--- src/rtl/cache_refill_ctrl.sv ---
// Miss/refill controller for a fully associative L0 cache: owns the tag/valid
// arrays, does the hit compare, drives LRU updates and sequences line refills.
module cache_refill_ctrl #(
  parameter int LOG2_NUM_BLKS = 3,
  parameter int LOG2_WORDS    = 2,
  parameter int ADDR_W        = 32,
  parameter int DATA_W        = 32
) (
  input  logic                     clk,
  input  logic                     rst,
  input  logic                     flush_i,
  input  logic                     cpu_req_i,
  input  logic [ADDR_W-1:0]        cpu_addr_i,
  output logic                     cpu_gnt_o,
  output logic                     cpu_rvalid_o,
  output logic [DATA_W-1:0]        cpu_rdata_o,
  output logic                     lru_en_o,
  output logic [LOG2_NUM_BLKS-1:0] lru_line_o,
  input  logic [LOG2_NUM_BLKS-1:0] lru_rplc_idx_i,
  output logic                     mem_req_o,
  output logic [ADDR_W-1:0]        mem_addr_o,
  input  logic                     mem_gnt_i,
  input  logic                     mem_rvalid_i,
  input  logic [DATA_W-1:0]        mem_rdata_i,
  output logic                     data_we_o,
  output logic [LOG2_NUM_BLKS-1:0] data_wline_o,
  output logic [LOG2_WORDS-1:0]    data_wword_o,
  output logic [DATA_W-1:0]        data_wdata_o,
  output logic [LOG2_NUM_BLKS-1:0] data_rline_o,
  output logic [LOG2_WORDS-1:0]    data_rword_o,
  input  logic [DATA_W-1:0]        data_rdata_i
);

  localparam int NUM_LINES = 2**LOG2_NUM_BLKS;
  localparam int TAG_W     = ADDR_W - LOG2_WORDS - 2;

  typedef enum logic [2:0] {IDLE, HIT_RESP, REFILL_REQ, REFILL_DATA, MISS_RESP} state_t;

  state_t                   state_q, state_d;
  logic [NUM_LINES-1:0]     valid_q, valid_d;
  logic [TAG_W-1:0]         tag_q [NUM_LINES];
  logic [TAG_W-1:0]         req_tag_q, req_tag_d;
  logic [LOG2_WORDS-1:0]    off_q, off_d;
  logic [LOG2_WORDS-1:0]    beat_q, beat_d;
  logic [LOG2_NUM_BLKS-1:0] victim_q, victim_d;
  logic [DATA_W-1:0]        resp_q, resp_d;
  logic                     tag_we;

  logic [TAG_W-1:0]         cpu_tag;
  logic [LOG2_WORDS-1:0]    cpu_off;
  logic                     hit;
  logic [LOG2_NUM_BLKS-1:0] hit_line;
  logic                     inv_found;
  logic [LOG2_NUM_BLKS-1:0] inv_line;
  logic                     unused_byte_bits;

  assign cpu_tag          = cpu_addr_i[ADDR_W-1:LOG2_WORDS+2];
  assign cpu_off          = cpu_addr_i[LOG2_WORDS+1:2];
  assign unused_byte_bits = ^cpu_addr_i[1:0];

  // Tags are unique, so at most one line matches.
  always_comb begin
    hit      = 1'b0;
    hit_line = '0;
    for (int i = 0; i < NUM_LINES; i++) begin
      if (valid_q[i] && (tag_q[i] == cpu_tag)) begin
        hit      = 1'b1;
        hit_line = LOG2_NUM_BLKS'(i);
      end
    end
  end

  // Descending scan so the lowest-index invalid line wins.
  always_comb begin
    inv_found = 1'b0;
    inv_line  = '0;
    for (int i = NUM_LINES-1; i >= 0; i--) begin
      if (!valid_q[i]) begin
        inv_found = 1'b1;
        inv_line  = LOG2_NUM_BLKS'(i);
      end
    end
  end

  always_comb begin
    state_d      = state_q;
    valid_d      = valid_q;
    req_tag_d    = req_tag_q;
    off_d        = off_q;
    beat_d       = beat_q;
    victim_d     = victim_q;
    resp_d       = resp_q;
    tag_we       = 1'b0;
    cpu_gnt_o    = 1'b0;
    cpu_rvalid_o = 1'b0;
    cpu_rdata_o  = '0;
    lru_en_o     = 1'b0;
    lru_line_o   = '0;
    mem_req_o    = 1'b0;
    mem_addr_o   = '0;
    data_we_o    = 1'b0;
    data_wline_o = '0;
    data_wword_o = '0;
    data_wdata_o = '0;
    data_rline_o = '0;
    data_rword_o = '0;
    case (state_q)
      IDLE: begin
        cpu_gnt_o = !flush_i;
        if (flush_i) begin
          valid_d = '0;
        end else if (cpu_req_i) begin
          if (hit) begin
            lru_en_o     = 1'b1;
            lru_line_o   = hit_line;
            data_rline_o = hit_line;
            data_rword_o = cpu_off;
            state_d      = HIT_RESP;
          end else begin
            req_tag_d         = cpu_tag;
            off_d             = cpu_off;
            victim_d          = inv_found ? inv_line : lru_rplc_idx_i;
            valid_d[victim_d] = 1'b0;
            state_d           = REFILL_REQ;
          end
        end
      end
      HIT_RESP: begin
        cpu_rvalid_o = 1'b1;
        cpu_rdata_o  = data_rdata_i;
        state_d      = IDLE;
      end
      REFILL_REQ: begin
        mem_req_o  = 1'b1;
        mem_addr_o = {req_tag_q, {(LOG2_WORDS+2){1'b0}}};
        if (mem_gnt_i) state_d = REFILL_DATA;
      end
      REFILL_DATA: begin
        if (mem_rvalid_i) begin
          data_we_o    = 1'b1;
          data_wline_o = victim_q;
          data_wword_o = beat_q;
          data_wdata_o = mem_rdata_i;
          beat_d       = beat_q + 1'b1;
          if (beat_q == off_q) resp_d = mem_rdata_i;
          if (beat_q == {LOG2_WORDS{1'b1}}) begin
            tag_we            = 1'b1;
            valid_d[victim_q] = 1'b1;
            lru_en_o          = 1'b1;
            lru_line_o        = victim_q;
            state_d           = MISS_RESP;
          end
        end
      end
      MISS_RESP: begin
        cpu_rvalid_o = 1'b1;
        cpu_rdata_o  = resp_q;
        state_d      = IDLE;
      end
      default: state_d = IDLE;
    endcase
  end

  always_ff @(posedge clk or posedge rst) begin
    if (rst) begin
      state_q <= IDLE;
      valid_q <= '0;
      beat_q  <= '0;
    end else begin
      state_q <= state_d;
      valid_q <= valid_d;
      beat_q  <= beat_d;
    end
  end

  // Payload registers are only consumed once qualified by state/valid.
  always_ff @(posedge clk) begin
    req_tag_q <= req_tag_d;
    off_q     <= off_d;
    victim_q  <= victim_d;
    resp_q    <= resp_d;
    if (tag_we) tag_q[victim_q] <= req_tag_q;
  end

endmodule

--- config.mk ---
export PLATFORM = sky130hd
export DESIGN_NAME = cache_refill_ctrl
export DESIGN_NICKNAME = d
export VERILOG_FILES = /design/src/rtl/cache_refill_ctrl.sv
export SDC_FILE = /design/constraint.sdc
export NUM_CORES = 1
export LEC_CHECK = 0
export CORE_MARGIN = 1.5
export CORE_UTILIZATION = 48
export CTS_CLUSTER_SIZE = 30
export DETAILED_ROUTE_END_ITERATION = 6
export HOLD_SLACK_MARGIN = 0.03
export PLACE_DENSITY = 0.73
export SLEW_MARGIN = 25
export SYNTH_ARGS = -nofsm -noshare
export SYNTH_HDL_FRONTEND = slang
export SYNTH_SLANG_ARGS = --single-unit
--- constraint.sdc ---
create_clock -name clk -period 3.9 [get_ports clk]
set_input_delay 0.585 -clock clk [delete_from_list [all_inputs] [get_ports clk]]
set_output_delay 0.585 -clock clk [all_outputs]
set_load 0.05 [all_outputs]
After elaboration in Yosys (flattened, before gate mapping). Memories as Yosys holds them, arrays and structs flattened. Cells that the tools add are included. W data, S select, Z words.

Output and inout bits: 114. Word-level logic and storage cells: 140. Memories kept: 1. Input port bits: 105. Register bits: 78. Memory bits (writable): 224.

Memory list: tag_q (words 8, width 28, rd ports 8, clocked after Yosys merged registers in 0, write ports 1, line 41) `logic [TAG_W-1:0] tag_q [NUM_LINES];`.

Order comparisons: 4. Equal/unequal tests: 21. Mux-type cells: 82. Reductions and logical operators: 19. Bitwise operators: 5. $add $sub $neg: 1.

Operators with widths (number): $eq A28 B28 Y1 (8); $mux W32 (3); $mux W3 (28); $pmux W32 S2 (1); $mux W8 (5); $mux W1 (32); $pmux W8 S2 (1); $mux W2 (7); $logic_and A1 B1 Y1 (10); $ne A2 B2 Y1 const B (5); $reduce_and A5 Y1 (2); $pmux W3 S3 (1); $and A8 B8 Y8 (1); $lt A3 B4 Y1 const B (2); $not A8 Y8 (1); $or A8 B8 Y8 (1); $demux W1 S3 (2); $eq A3 B2 Y1 const B (2); $ge A3 B1 Y1 const B (2); $ne A3 B3 Y1 const B (2); $pmux W3 S2 (1); $reduce_and A4 Y1 (1); $eq A3 B1 Y1 const B (1); $eq A3 B3 Y1 const B (1); 11 further kinds (12).

Depth between registers and ports, before layout. Gate-level depths: netlist (run 1).

Word-level depth: 19. Gate-level depth with buffers: 8. Mapped depth without buffers: 8.

Worst setup path before layout (run 1). No wires, ideal clock.

Path type: register to register. Start point: register state_q[1]. End point: register valid_q[0]. Path slack: -0.422 ns. Arrival time: 4.234 ns. Required time: 3.812 ns. Period minus slack after synthesis: 4.322 ns. Cell stages (with the launch flop): 9. Buffers on the path: 2. Library setup time: 0.088 ns. Cells stage by stage: dfrtp_1 -> buf_2 -> nor2b_1 -> and3_1 -> buf_2 -> nand2_1 -> nor4_1 -> o21ai_0 -> a21oi_1.

Cells in the longest elaborated chain, start to end: 3. Elaborated cells between the ends (all ways): 9. Those cells by class: 5 x eq/ne; 1 x mux; 3 x reduce/logical.

RTL lines: start, declared (line 39) `state_t state_q, state_d;`; start signal, assigned (line 170) `state_q <= state_d;`; $eq A3 B2 Y1 or $logic_not A3 Y1 (tied branches) (line 107) `case (state_q)`; $ne A2 B2 Y1 (no line) (tied with other cells); $reduce_and A5 Y1 (no line); end signal, assigned (line 171) `valid_q <= valid_d;`; end, declared (line 40) `logic [NUM_LINES-1:0] valid_q, valid_d;`.

Parallel ways exist; a longest one is shown, timed or not. A chain may end at the register's enable or synchronous reset.

Worst setup path in the final report (run 1).
Start point: input cpu_addr_i[25]. End point: output lru_line_o[0].

Cells in the longest elaborated chain, start to end: 14. Elaborated cells between the ends (all ways): 35. Those cells by class: 8 x eq/ne; 19 x mux; 8 x reduce/logical.

RTL lines: start, declared (line 13) `input logic [ADDR_W-1:0] cpu_addr_i,`; $eq A28 B28 Y1 (line 66) `if (valid_q[i] && (tag_q[i] == cpu_tag)) begin`; $logic_and A1 B1 Y1 (line 66); $mux W1 (8 in a row) (line 66); $mux W3 * (line 113) `if (hit) begin`; $mux W3 * (line 112) `end else if (cpu_req_i) begin`; $mux W3 * (line 110) `if (flush_i) begin`; $pmux W3 S2 * (line 107); end, declared (line 18) `output logic [LOG2_NUM_BLKS-1:0] lru_line_o,`.

Mark *: on every way between the ends. The rest lies on a longest branch, timed or not.

==> metrics.txt, run 1 <==
outcome completed; crit path DAT 3290 ps; clock buffer depth 3; share of layout cells above drive strength 1 17.98%; DRT Pass-1 Iters 5; worst skew pair latency 550 ps; Netlist Area Pre-Place 0.01304 sq mm; Final Max Slew Viols 0; crit path max fanout 5; Inserted Diodes 0; Slew headroom 55.21%; most instantiated cells after synthesis 289 x edfxtp_1, 126 x xnor2_1, 95 x xor2_1; clock slew at reported path FFs 70 ps; initial antenna violation count 0; crit end category primary output; drt wl/cell 23.02 um; gpl congestion 0.9159; GR Util All Layers 24.56%; most frequent cell after synthesis edfxtp_1; final wirelength 34730 um; PortBufs 212; row count 60; synth unique cells 48; Async SR Flop Fraction 4.305%; Hold Vio Cnt, Final 0; Routed Antenna Nets 0; crit share post-route 99.31%; Die X-Extent 167.8 um; cts hold-fix bufs 0; syn_area_per_cell 15.06 sq um; Die Y 167.8 um; kind of cell adding the most delay to the critical path buffers and inverters; Post-synth EDFFs 289; vias in the first global route 8161; fmax 258.2 MHz; P&R area growth vs syn 32.19%; Filler Cell Count 1922; clk sinks 302; clock skew 9.280 ps; Max-cap violations 0; Syn. warnings 0; Worst Max-Slew Pin Slew 665.7 ps; shortest period the worst path allows 3873 ps; WP buf/inv 5; die area 0.02817 sq mm; cell chosen for the clock root clkbuf_16; CP Cell Sequence clkdlybuf4s50_1 -> buf_4 -> inv_1 -> a222oi_1 -> nor4b_2 -> nand4_1 -> a21boi_1 -> o211a_1 -> o2bb2ai_1 -> buf_4 -> buf_12; # H-tree levels 1; Synth Register Bits 302; global-route wire length before repair 50840 um; RSZ-0062 raised after global routing false; Vias 8218; Synth Instances 866; PD cells 548.1 mW/mm^2; Synth Flop Type edfxtp_1; P_leak 6.002 nW; final setup fails 0; Hold WS 383.4 ps; Worst path max stage delay 600 ps; Core Area 0.02680 sq mm; Post-Route Setup TNS 0 ps; via/cell ratio 5.446; CP dominant cell by count buf_4; Post-CTS Setup Bufs 0; effective utilization at floorplan 48.67%; Tightest Hold Check Type primary input to asynchronous set/reset pin; Startpoint Class primary input; Worst path slowest cell clkdlybuf4s50_1; GRT overflow 0; boundary pin count 219; Area contributors post-synth edfxtp_1 67%, xnor2_1 8.5%, xor2_1 6.4%; WP data required 3310 ps; post-DP HPWL 24310 um; CTS tree done; fin nets 1251; clock buffer count from CTS 30; area leader, netlist edfxtp_1; worst vdd ir 0.5336 mV; DRT iter0 DRCs 678; WS Path Type primary input to primary output; largest net degree at the start of global routing 35; share of the synthesized area in the top cell type 66.53%; DRC viols 0; Seq/Total Area, Yosys 69.03%
sequential cells by signal, indices dropped and copies added (netlist names):
| signal | flops |
|---|---|
| off_q | 2 |
| req_tag_q | 28 |
| resp_q | 32 |
| state_q | 3 |
| victim_q | 3 |
| tag_q | 224 |
| beat_q | 2 |
| valid_q | 8 |
per-layer routing:
layer / global-route usage [%] / part of all wire (%) / routed length, um / vias up
met5: 0 / 0 / 0 / -
met4: 9.440 / 3.4 / 1182 / 0
met3: 4.443 / 7.8 / 2707 / 65
met2: 41.85 / 49 / 17060 / 361
met1: 31.43 / 40 / 13780 / 4065
li1: - / - / - / 3727
area by class of cell:
class / instances / area [sq um] / share of cell area (%)
clock buffer: 32 / 779.5 / 4.521
inverter: 12 / 45.04 / 0.2612
timing repair buffer: 292 / 2760 / 16.01
clock inverter: 23 / 326.6 / 1.894
multi-input combinational: 507 / 3901 / 22.63
sequential: 302 / 9004 / 52.22
tap: 341 / 426.7 / 2.474
worst register-to-register path: stages (launching register included):
cell     delay, ps
dfrtp_1        470
nor2b_1        320
and3_1         430
nand3_1        360
nor2_4         510
buf_4          390
metrics by stage:
step	utilization (%)	setup WS, ps	instances	total power, mW	instance area, sq um
2_1_floorplan	-	329.3	869	5.402	13060
3_3_place_gp	59.93	-6.070	1454	6.280	16060
3_5_place_dp	59.93	-15.12	1454	6.307	16060
4_1_cts	64.10	36.78	1509	9.499	17180
5_1_grt	64.34	2.212	1509	9.745	17240
6_report	64.34	26.96	1509	9.450	17240
worst paths after layout:
check,from,end,slack [ps],depth (start not counted)
worst min register to register,beat_q[0],beat_q[0],560,1
max in group asynchronous,rst,state_q[2],3140,2
worst max register to register,state_q[1],tag_q[6][26],1090,5
min in group clk,cpu_addr_i[27],req_tag_q[23],530,1
worst max-delay path,cpu_addr_i[25],lru_line_o[0],30,11
worst min-delay path,rst,valid_q[3],380,2
cells by family (layout without fill, tap and decap cells):
kind of cell,after synthesis,in the layout,share of synthesized area [%]
flip-flops,302,302,69.03
XOR/XNOR,221,221,14.84
AND/OR/NAND/NOR,206,206,9.496
AO/OA/AOI/OAI,74,74,4.192
buffers and inverters,60,359,2.235
adder cells (fa/ha/maj),1,1,0.09591
other,1,4,0.02875
multiplexers,1,1,0.08632
repair_timing:
| action | 4_1_cts | 5_1_grt |
|---|---|---|
| resized for setup | 4 | 11 |
| setup endpoints to repair | 1 | 2 |
| pin swaps | 0 | 3 |
power by group:
part / internal [mW] / switching, mW / leakage (nW)
Sequential: 3.70 / 0.147 / 2.77
Combinational: 0.837 / 1.55 / 2.69
Clock: 1.98 / 1.24 / 0.538
layout by cell type, fill, tap and decap left out, types with 16 or more instances in the layout:
cell,synthesis,layout
and2_1,66,66
buf_4,7,115
nand4_1,36,36
o21ai_0,16,16
nor4_1,35,27
nand2_1,23,23
a22o_1,32,32
clkbuf_16,0,31
xor2_1,95,95
edfxtp_1,289,289
xnor2_1,126,125
clkdlybuf4s50_1,0,160
Note: power is estimated with default switching activity, not from simulation.
==> run 2: changes to the inputs <==
--- a/config.mk
+++ b/config.mk
@@ -6,11 +6,12 @@
 export NUM_CORES = 1
 export LEC_CHECK = 0
 export CORE_MARGIN = 1.5
-export CORE_UTILIZATION = 48
+export CORE_UTILIZATION = 57
 export CTS_CLUSTER_SIZE = 30
 export DETAILED_ROUTE_END_ITERATION = 6
+export DONT_BUFFER_PORTS = 1
 export HOLD_SLACK_MARGIN = 0.03
-export PLACE_DENSITY = 0.73
+export PLACE_DENSITY = 0.72
 export SLEW_MARGIN = 25
 export SYNTH_ARGS = -nofsm -noshare
 export SYNTH_HDL_FRONTEND = slang
==> metrics.txt, run 2 (synthesis results as in run 1) <==
outcome completed; clk sinks 302 (unchanged); PD cells 574.1 mW/mm^2 (+4.7%); Startpoint Class flip-flop; crit share post-route 94.45% (-4.9 points); DRT Pass-1 Iters 6 (+1); sequential cell area 0.009004 sq mm (unchanged); Worst Max-Slew Pin Slew 930.7 ps (+265.0 ps); Die Y 154.3 um (-8.1%); Inserted Diodes 0 (unchanged); via/cell ratio 6.240 (+15%); vias in the first global route 7308 (-10%); Worst path max stage delay 670 ps (+70 ps); cts hold-fix bufs 1 (+1); largest reg by FF count tag_q; cell chosen for the clock root clkbuf_16; commonest non-fill, non-tap cell in the layout edfxtp_1; clock buffer count from CTS 29 (-3.3%); crit path max fanout 4 (-1); Hold Vio Cnt, Final 0 (unchanged); fin area 0.01433 sq mm (-17%); final wirelength 32450 um (-6.6%); post-DP HPWL 21560 um (-11%); Area after DPL 0.01344 sq mm (-16%); Filler Cell Count 1606 (-16%); clock buffer depth 3 (unchanged); Routed Antenna Nets 0 (unchanged); fin nets 981 (-22%); P_leak 4.665 nW (-22%); Worst path slowest cell nor4_1; global-route wire length before repair 47180 um (-7.2%); WS Path Type flip-flop to primary output; largest net degree at the start of global routing 43 (+23%); CTS tree done; WP data required 3310 ps (about the same); Tightest Hold Check Type primary input to flip-flop; clock slew at reported path FFs 70 ps (about the same); worst reg-to-reg setup slack 1000 ps (-90 ps); Vias 7369 (-10%); clock skew 26.95 ps (+17.67 ps); GRT overflow 0 (unchanged); final setup fails 0 (unchanged); boundary pin count 219 (unchanged); Core Area 0.02257 sq mm (-16%); Worst setup endpoint data_rword_o[1]; Post-Route Setup TNS 0 ps (unchanged); shortest period the worst path allows 3684 ps (-189.3 ps); initial antenna violation count 0 (unchanged); worst vdd ir 0.4800 mV (-10%); worst skew pair latency 560 ps (about the same); Final Max Slew Viols 0 (unchanged); RR Startpoint state_q[1]; RSZ-0062 raised after global routing false; row count 55 (-8.3%); fmax 271.5 MHz (+5.1%); number of cells after detailed placement 1128 (-22%); RR Endpoint valid_q[0]; drt wl/cell 27.47 um (+19%); Max-cap violations 0 (unchanged); Slew headroom 37.89% (-17 points); max FFs per register 224 (unchanged); crit end category primary output; CP Cell Sequence xnor2_1 -> nand4_1 -> nor4_1 -> nand4_1 -> nand4b_2 -> or2_2 -> and3_1; Die X-Extent 154.3 um (-8.1%); area of the multi-input gates 0.003834 sq mm (-1.7%); # H-tree levels 1 (unchanged); Layout Cells excl Fill 1181 (-22%); GR Util All Layers 27.10% (+2.5 points); PortBufs 0 (-100%); effective utilization at floorplan 57.79% (+9.1 points); crit path DAT 3100 ps (-190 ps); P&R area growth vs syn 9.851%; die area 0.02380 sq mm (-16%); Post-CTS Setup Bufs 0 (unchanged); Critical Path Start tag_q[0][0]; most frequent cells in the layout 289 x edfxtp_1, 126 x xnor2_1, 95 x xor2_1; worst r2r path cells 8 (+3); DRC viols 0 (unchanged); gpl congestion 0.9464 (+3.3%); share of layout cells above drive strength 1 9.710% (-8.3 points); Resized cells post-CTS 0 (-4); DRT iter0 DRCs 875 (+29%); Regs by FF count tag_q (224), resp_q (32), req_tag_q (28); CP dominant cell by count nand4_1
## run 2: worst max-delay path, delay by kind of cell (launching register included)
kind | cells | cell delay, ps
flops | 1 | 390
xor+xnor | 1 | 190
simple gates | 6 | 1950
## run 2: how the worst min path moves through the flow
stage                   startpoint           end  slack [ps]  cells past startpoint
floorplan                      rst     beat_q[0]         460                      1
global placement               rst     beat_q[0]         520                      1
detailed placement             rst     beat_q[0]         540                      1
CTS                 cpu_addr_i[13]  req_tag_q[9]         100                      0
global route         cpu_addr_i[6]  req_tag_q[2]         110                      0
finish              cpu_addr_i[13]  req_tag_q[9]         120                      0
## run 2: layer usage
metal | part of all wire, % | GRT usage [%] | wire length (um)
met5 | 0 | 0 | 0
met4 | 1.8 | 6.593 | 589
met3 | 7.4 | 3.923 | 2385
met2 | 50 | 44.60 | 16140
met1 | 41 | 38.67 | 13330
## run 2: where the power goes
part	switching (mW)	internal, mW	total [mW]
clock	1.16	1.50	2.65
sequential	0.157	3.71	3.86
combinational	1.37	0.337	1.71
## run 2: cell type report
cell class                      instances  area share (%)
Timing Repair Buffer                   23           1.450
Sequential cell                       302           62.84
Inverter                               12          0.3144
Clock buffer                           37           5.274
Clock inverter                         15          0.8819
Multi-Input combinational cell        507           26.76
Tap cell                              285           2.489
## run 2: stage by stage
step	setup slack (ps)	power [mW]	util [%]	hold WS, ps
global placement	616.5	5.580	59.41	518.0
floorplan	329.3	5.402	-	462.0
finish	216.3	8.226	63.48	116.5
global route	87.85	8.449	63.48	105.5
detailed placement	611.7	5.633	59.53	537.0
CTS	239.2	8.251	63.48	99.46
==> run 3: changes to the inputs <==
--- a/config.mk
+++ b/config.mk
@@ -12,6 +12,7 @@
 export DONT_BUFFER_PORTS = 1
 export HOLD_SLACK_MARGIN = 0.03
 export PLACE_DENSITY = 0.72
+export SKIP_LAST_GASP = 1
 export SLEW_MARGIN = 25
 export SYNTH_ARGS = -nofsm -noshare
 export SYNTH_HDL_FRONTEND = slang
==> results of run 3 <==
No change in the layout: final DEF, timing and power equal those of run 2.
